===== config.mk =====
export PLATFORM = sky130hd
export DESIGN_NAME = spike_event_logger
export DESIGN_NICKNAME = d
export VERILOG_FILES = /design/src/rtl/spike_event_logger.sv
export SDC_FILE = /design/constraint.sdc
export NUM_CORES = 1
export LEC_CHECK = 0
export CAP_MARGIN = 15
export CORE_ASPECT_RATIO = 0.7
export CORE_MARGIN = 1
export CORE_UTILIZATION = 40
export DETAILED_ROUTE_END_ITERATION = 8
export PLACE_DENSITY = 0.63
export REMOVE_ABC_BUFFERS = 1
export SLEW_MARGIN = 20
export SYNTH_ARGS = -nofsm -noshare
export SYNTH_HDL_FRONTEND = slang
export SYNTH_SLANG_ARGS = --single-unit

===== constraint.sdc =====
create_clock -name clk -period 3.15 [get_ports clk]
set_clock_uncertainty 0.05 [all_clocks]
set_input_delay 0.63 -clock clk [delete_from_list [all_inputs] [get_ports clk]]
set_output_delay 0.63 -clock clk [all_outputs]
set_load 0.05 [all_outputs]

===== src/rtl/spike_event_logger.sv =====
// Spike event logger: timestamps each spike from a LIF neuron against a
// free-running cycle counter and queues the timestamps in a small
// first-word-fall-through FIFO that drains over valid/ready. Spikes that
// find the FIFO full are counted (saturating) and flagged (sticky).
module spike_event_logger #(
    parameter int TS_WIDTH = 8,
    parameter int DEPTH    = 4
) (
    input  logic                       clk,
    input  logic                       rst_n,
    input  logic                       en,
    input  logic                       clear,
    input  logic                       spike,
    output logic                       out_valid,
    input  logic                       out_ready,
    output logic [TS_WIDTH-1:0]        out_timestamp,
    output logic [$clog2(DEPTH):0]     fill_level,
    output logic                       overflow,
    output logic [7:0]                 drop_count
);

    localparam int PW = $clog2(DEPTH);
    localparam int FW = PW + 1;

    localparam logic [TS_WIDTH-1:0] TS_ONE   = TS_WIDTH'(1);
    localparam logic [PW-1:0]       PTR_ONE  = PW'(1);
    localparam logic [FW-1:0]       FILL_ONE = FW'(1);
    localparam logic [FW-1:0]       FILL_MAX = FW'(DEPTH);

    logic [TS_WIDTH-1:0] ts;
    logic [TS_WIDTH-1:0] mem [DEPTH];
    logic [PW-1:0]       rd_ptr;
    logic [PW-1:0]       wr_ptr;

    logic full;
    logic do_pop;
    logic do_push;
    logic do_drop;

    // Handshake and push/drop decisions for the current edge.
    always_comb begin
        // NOTE: every signal driven here gets a default first so no path leaves it unassigned (no latch).
        full    = 1'b0;
        do_pop  = 1'b0;
        do_push = 1'b0;
        do_drop = 1'b0;
        full    = (fill_level == FILL_MAX);
        if (!clear) begin
            do_pop = out_valid && out_ready;
            if (en && spike) begin
                // A pop at the same edge frees the slot the new event needs.
                do_push = !full || do_pop;
                do_drop = full && !do_pop;
            end
        end
    end

    // Head of queue; gated so the port reads zero while the FIFO is empty.
    assign out_valid     = (fill_level != '0);
    assign out_timestamp = out_valid ? mem[rd_ptr] : '0;

    // Timestamp counter, pointers, occupancy and drop bookkeeping.
    always_ff @(posedge clk or negedge rst_n) begin
        // NOTE: sequential state uses non-blocking assignments so every register samples pre-edge values.
        if (!rst_n) begin
            ts         <= '0;
            rd_ptr     <= '0;
            wr_ptr     <= '0;
            fill_level <= '0;
            overflow   <= 1'b0;
            drop_count <= '0;
        end else if (clear) begin
            ts         <= '0;
            rd_ptr     <= '0;
            wr_ptr     <= '0;
            fill_level <= '0;
            overflow   <= 1'b0;
            drop_count <= '0;
        end else begin
            if (en) begin
                ts <= ts + TS_ONE;
            end
            if (do_pop) begin
                rd_ptr <= rd_ptr + PTR_ONE;
            end
            if (do_push) begin
                wr_ptr <= wr_ptr + PTR_ONE;
            end
            if (do_push && !do_pop) begin
                fill_level <= fill_level + FILL_ONE;
            end else if (do_pop && !do_push) begin
                fill_level <= fill_level - FILL_ONE;
            end
            if (do_drop) begin
                overflow <= 1'b1;
                if (drop_count != 8'hFF) begin
                    drop_count <= drop_count + 8'd1;
                end
            end
        end
    end

    // Entry storage; the pre-increment ts is the event timestamp.
    always_ff @(posedge clk) begin
        // NOTE: the storage array has no reset; occupancy is tracked by fill_level, so stale entries are never visible.
        if (do_push) begin
            mem[wr_ptr] <= ts;
        end
    end

endmodule


; Word level (Yosys, flattened, before mapping)
; Memory sizes are Yosys's and may differ from the RTL's.
; Index checks and enable logic that the tools add are counted.
[totals]
word_cells = 55
n_memories = 1
output_inout_bits = 21
mem_bits_rw = 32
input_bits = 6
reg_bits = 24
[mem_list]
columns = memory, words, word_bits, rd, rd_clocked_by_memory_dff, write_ports, line
row1 = mem, 4, 8, 1, 0, 1, 31  ; logic [TS_WIDTH-1:0] mem [DEPTH];
[op_classes]
eq_ne = 2
reduce_logical = 18
mux = 22
add_sub_neg = 6
[ops]
columns = cell, n
row1 = 8-bit 2-to-1 mux, 6
row2 = "8-bit by 1-bit adder with 8-bit output, second input constant", 2
row3 = 2-bit nonzero test, 5
row4 = 1-bit 2-to-1 mux, 9
row5 = 3-bit 2-to-1 mux, 3
row6 = 2-bit 2-to-1 mux, 4
row7 = "8-bit != test, second input constant", 1
row8 = 3-bit nonzero test, 2
row9 = 1-bit logical AND, 5
row10 = "2-bit by 1-bit adder with 2-bit output, second input constant", 2
row11 = 1-bit logical NOT, 4
row12 = "3-bit by 1-bit adder with 3-bit output, second input constant", 1
row13 = "3-bit == test, second input constant", 1
row14 = "3-bit by 1-bit subtractor with 3-bit output, second input constant", 1
row15 = 2-bit AND reduction, 1
row16 = 1-bit logical OR, 1

; Depth between registers and ports, before layout
[depth]
depth_word = 10
depth_mapped = 8
depth_no_buf = 7

; Worst setup path before layout
; No wires, ideal clock.
[synth_timing]
kind = register to output
from = reg fill_level[0]
to = out out_timestamp[0]
n_path_buf = 1
arrival_ns = 2.023
t_required_ns = 2.470
setup_slack_ns = 0.447
path_stages_with_launch = 4
cell_sequence = dfrtp_1 > or3_1 > clkbuf_1 > and2_1
[synth_between]
elab_chain_cells = 2
[synth_rtl]
columns = item, line
row1 = "start, declared", 17  ; output logic [$clog2(DEPTH):0] fill_level,
row2 = "start signal, assigned", 90  ; fill_level <= fill_level + FILL_ONE;
row3 = "start signal, assigned", 92  ; fill_level <= fill_level - FILL_ONE;
row4 = 3-bit nonzero test, 59  ; assign out_valid = (fill_level != '0);
row5 = named net out_valid, 14  ; output logic out_valid,
row6 = 8-bit 2-to-1 mux, 60  ; assign out_timestamp = out_valid ? mem[rd_ptr] : '0;
row7 = "end, declared", 16  ; output logic [TS_WIDTH-1:0] out_timestamp,
; The timed path passes the listed nets, and every way through them passes these cells.

; Worst setup path after layout
[layout_timing]
from = reg rd_ptr[0]
to = out out_timestamp[2]
[layout_between]
elab_chain_cells = 2
[layout_rtl]
columns = item, line
row1 = "start, declared", 32  ; logic [PW-1:0] rd_ptr;
row2 = "start signal, assigned", 84  ; rd_ptr <= rd_ptr + PTR_ONE;
row3 = memory read 4 x 8 bit, -
row4 = 8-bit 2-to-1 mux, 60
; Every way passes these cells.

==> impl_metrics.toml <==
[logic_synthesis]
syn_area_sq_um = 2544
synth_cell_types = 34
syn_avg_cell_area_sq_um = 13.53
yosysTopAreaCellShare = 0.3778
seq_area_frac_synth = 0.6139
post-synth-top-area-cell = "edfxtp_1"
synth-seq-cells = 56
netlist_instances = 188
synth_area_leaders = "edfxtp_1 (38%), dfrtp_1 (24%), mux4_2 (7.1%), nor2_1 (3.7%), and2_1 (3.4%)"
yosysWarnings = 0

[clock_tree]
htreeDepth = 2
cts_root_buf = "clkbuf_8"
cts_num_sinks = 56
post-cts-setup-buffer-count = 0
cts_tree = "yes"
clock_path_buffers = 2
cts_hold_buffers = 0
path_clk_slew_ns = 0.10
cts_made_buffers = 5
clkLatencyLatePin_ns = 0.31
cts_resized = 0

[worst_setup_path]
r2r_setup_slack_ns = 0.74
cp_slowest_cell = "clkdlybuf4s50_1"
cp.arrival_ns = 2.26
max_stage_delay_ns = 0.69
startpoint_type = "flop"
crit_fanout = 10
r2r_end = "fill_level[2]"
required_ns = 2.47
path_cells = "buf_4 > mux4_2 > and2_1 > clkdlybuf4s50_1"
r2r_start = "fill_level[0]"
critical_path_class = "flop to output port"
crit_path_end_kind = "output port"
r2r_cells = 6

[floorplanning]
ios = 27
core_area_sq_um = 5928
rows = 23
start_util = 0.4291
dieArea_sq_um = 6687
die_width_microns = 97.32
die_y_microns = 68.72

[detailed_routing]
wl_met2_microns = 1851
dr_wl_met3_microns = 238
vias = 1515
initialDrtViolationCount = 41
firstDrtPassIters = 4
wl_met1_microns = 2407
via_per_inst = 5.101
ant_nets = 0
wl_per_cell_microns = 15.14
drt-total-wl_microns = 4497
drc = 0
top_layer = "met3"

[place]
dpl.hpwl_microns = 3186
gp_congestion = 0.7130
port_buffers = 26
place_inst = 289

[worst_hold_path]
min_to = "overflow"
hp-class = "flop to flop"
min-delay-start = "overflow"
hold_path_depth = 2

[sta]
setup_violations = 0
slew_violations = 0
fin_crit_sh = 0.9349
finalHoldViolCount = 0
finalCriticalPeriod_ns = 2.945
rsz0062_at_grt = "no"
finalSetupTns_ns = 0
worst_slew_pin_slew_ns = 0.5044
clock.fmax_mhz = 339.6
relSlewSlack = 0.6627

[final_layout]
final_cell_count_no_fill = 297
nFillCells = 535
fin_nets = 234
regArea_sq_um = 1562
antenna_cells = 0
area_delta_synth_final_pct = 18.35
drive_gt1_frac = 0.1216
multi_input_area_sq_um = 930.9

[run_status]
status = "completed"

[pwr]
pwr_density_cell_nw_per_um2 = 689.3
power_mw = 2.075
leakagePower_nw = 1.132
ir_drop_mv = 0.3179

[grt]
first_global_vias = 1439
grt_pass1_wl_microns = 7527
grt_max_degree = 27
grt_remaining_overflow = 0
track_usage = 0.1517
antenna_found_initial = 0

[run]
drv_cap = 0
==> layout by cell type (no fill, tap or decap), drive strengths merged, types with 2 or more instances in the layout <==
cell type,n
dfrtp,24
xnor2,3
and4,2
xor2,9
or4,2
a31oi,2
mux2i,4
edfxtp,32
clkbuf,6
or3,3
nand3,7
ha,6
and3,2
nor3,3
buf,7
nand2,7
o21ai,3
and2,14
mux2,2
nand4,3
nor2,25
inv,6
mux4,8
a21oi,6
clkdlybuf4s50,26
==> cell families (layout without fill, tap and decap cells) <==
group	count (synthesis)	after routing	share of synthesized area
and+or+nand+nor	71	71	0.1515
adders and majority gates	7	7	0.03738
buffers and inverters	13	47	0.02016
muxes	14	14	0.09542
DFF	56	56	0.6139
AOI/OAI and AO/OA	15	15	0.04034
xor gates and xnor gates	12	12	0.04132
==> metal layers <==
layer	track usage	up-vias
li1	-	743
met1	0.2311	737
met2	0.2113	35
met3	0.03427	0
met4	0.05515	0
met5	0	-
==> through the flow <==
step	worst slack, ns	hold WS, ns	util	area [sq um]
floorplan	0.2911	0.2844	-	2515
global placement	0.2740	0.4513	0.4928	2922
detailed placement	0.2096	0.4512	0.4928	2922
CTS	0.1784	0.4778	0.5078	3010
global route	0.09200	0.5125	0.5078	3010
finish	0.2050	0.4801	0.5078	3010
==> report_power, final <==
group	total [mW]	internal, mW	leakage (nW)	switching (mW)
sequential	0.862	0.809	0.639	0.0529
clock	0.390	0.159	0.0414	0.232
combinational	0.823	0.323	0.451	0.500
total	2.08	1.29	1.13	0.785
==> critical path, delay by kind of cell, from the launching register on <==
| kind | cells | cell delay [ns] |
|---|---|---|
| multiplexers | 1 | 0.54 |
| buffers and inverters | 2 | 0.91 |
| flip-flops | 1 | 0.34 |
| AND/OR/NAND/NOR | 1 | 0.17 |
==> synth_stat cells <==
master and instances:
a31oi_1 2, buf_2 2, mux2i_1 4, nor4_1 1
nand4_1 3, nor3_1 2, dfrtp_1 24, o31a_1 1
o31ai_1 1, and4_1 2, nand2_1 7, inv_1 6
and2_1 14, o211ai_4 1, xor2_1 9, and3_1 2
or3_1 3, buf_1 1, mux2_2 2, or4_1 2
a211oi_1 1, edfxtp_1 32, nor4b_4 1, xnor2_1 3
clkbuf_1 4, mux4_2 8, o21ai_0 3, ha_1 6
fa_1 1, nand3_1 7, nor2_1 25, a21oi_1 6
or4b_1 1, nor3_2 1
==> sequential cells by signal, indices dropped and copies added (netlist names) <==
| register | flops |
|---|---|
| overflow | 1 |
| fill_level | 3 |
| mem | 32 |
| rd_ptr | 2 |
| wr_ptr | 2 |
| drop_count | 8 |
| ts | 8 |
==> worst max path at each step <==
| stage | start | to | slack [ns] |
|---|---|---|---|
| floorplan | fill_level[0] | fill_level[2] | 0.29 |
| global placement | out_ready | fill_level[2] | 0.27 |
| detailed placement | out_ready | fill_level[2] | 0.21 |
| CTS | rd_ptr[0] | out_timestamp[2] | 0.18 |
| global route | fill_level[1] | out_timestamp[0] | 0.09 |
| finish | rd_ptr[0] | out_timestamp[2] | 0.21 |
==> cell type report <==
cell class,count,share of cell area
inverter,6,0.007481
timing repair buffer,33,0.1039
clock inverter,2,0.005403
clock buffer,6,0.02411
tap,75,0.03117
sequential,56,0.5187
multi-input combinational,119,0.3092
(Power assumes the default switching activity.)
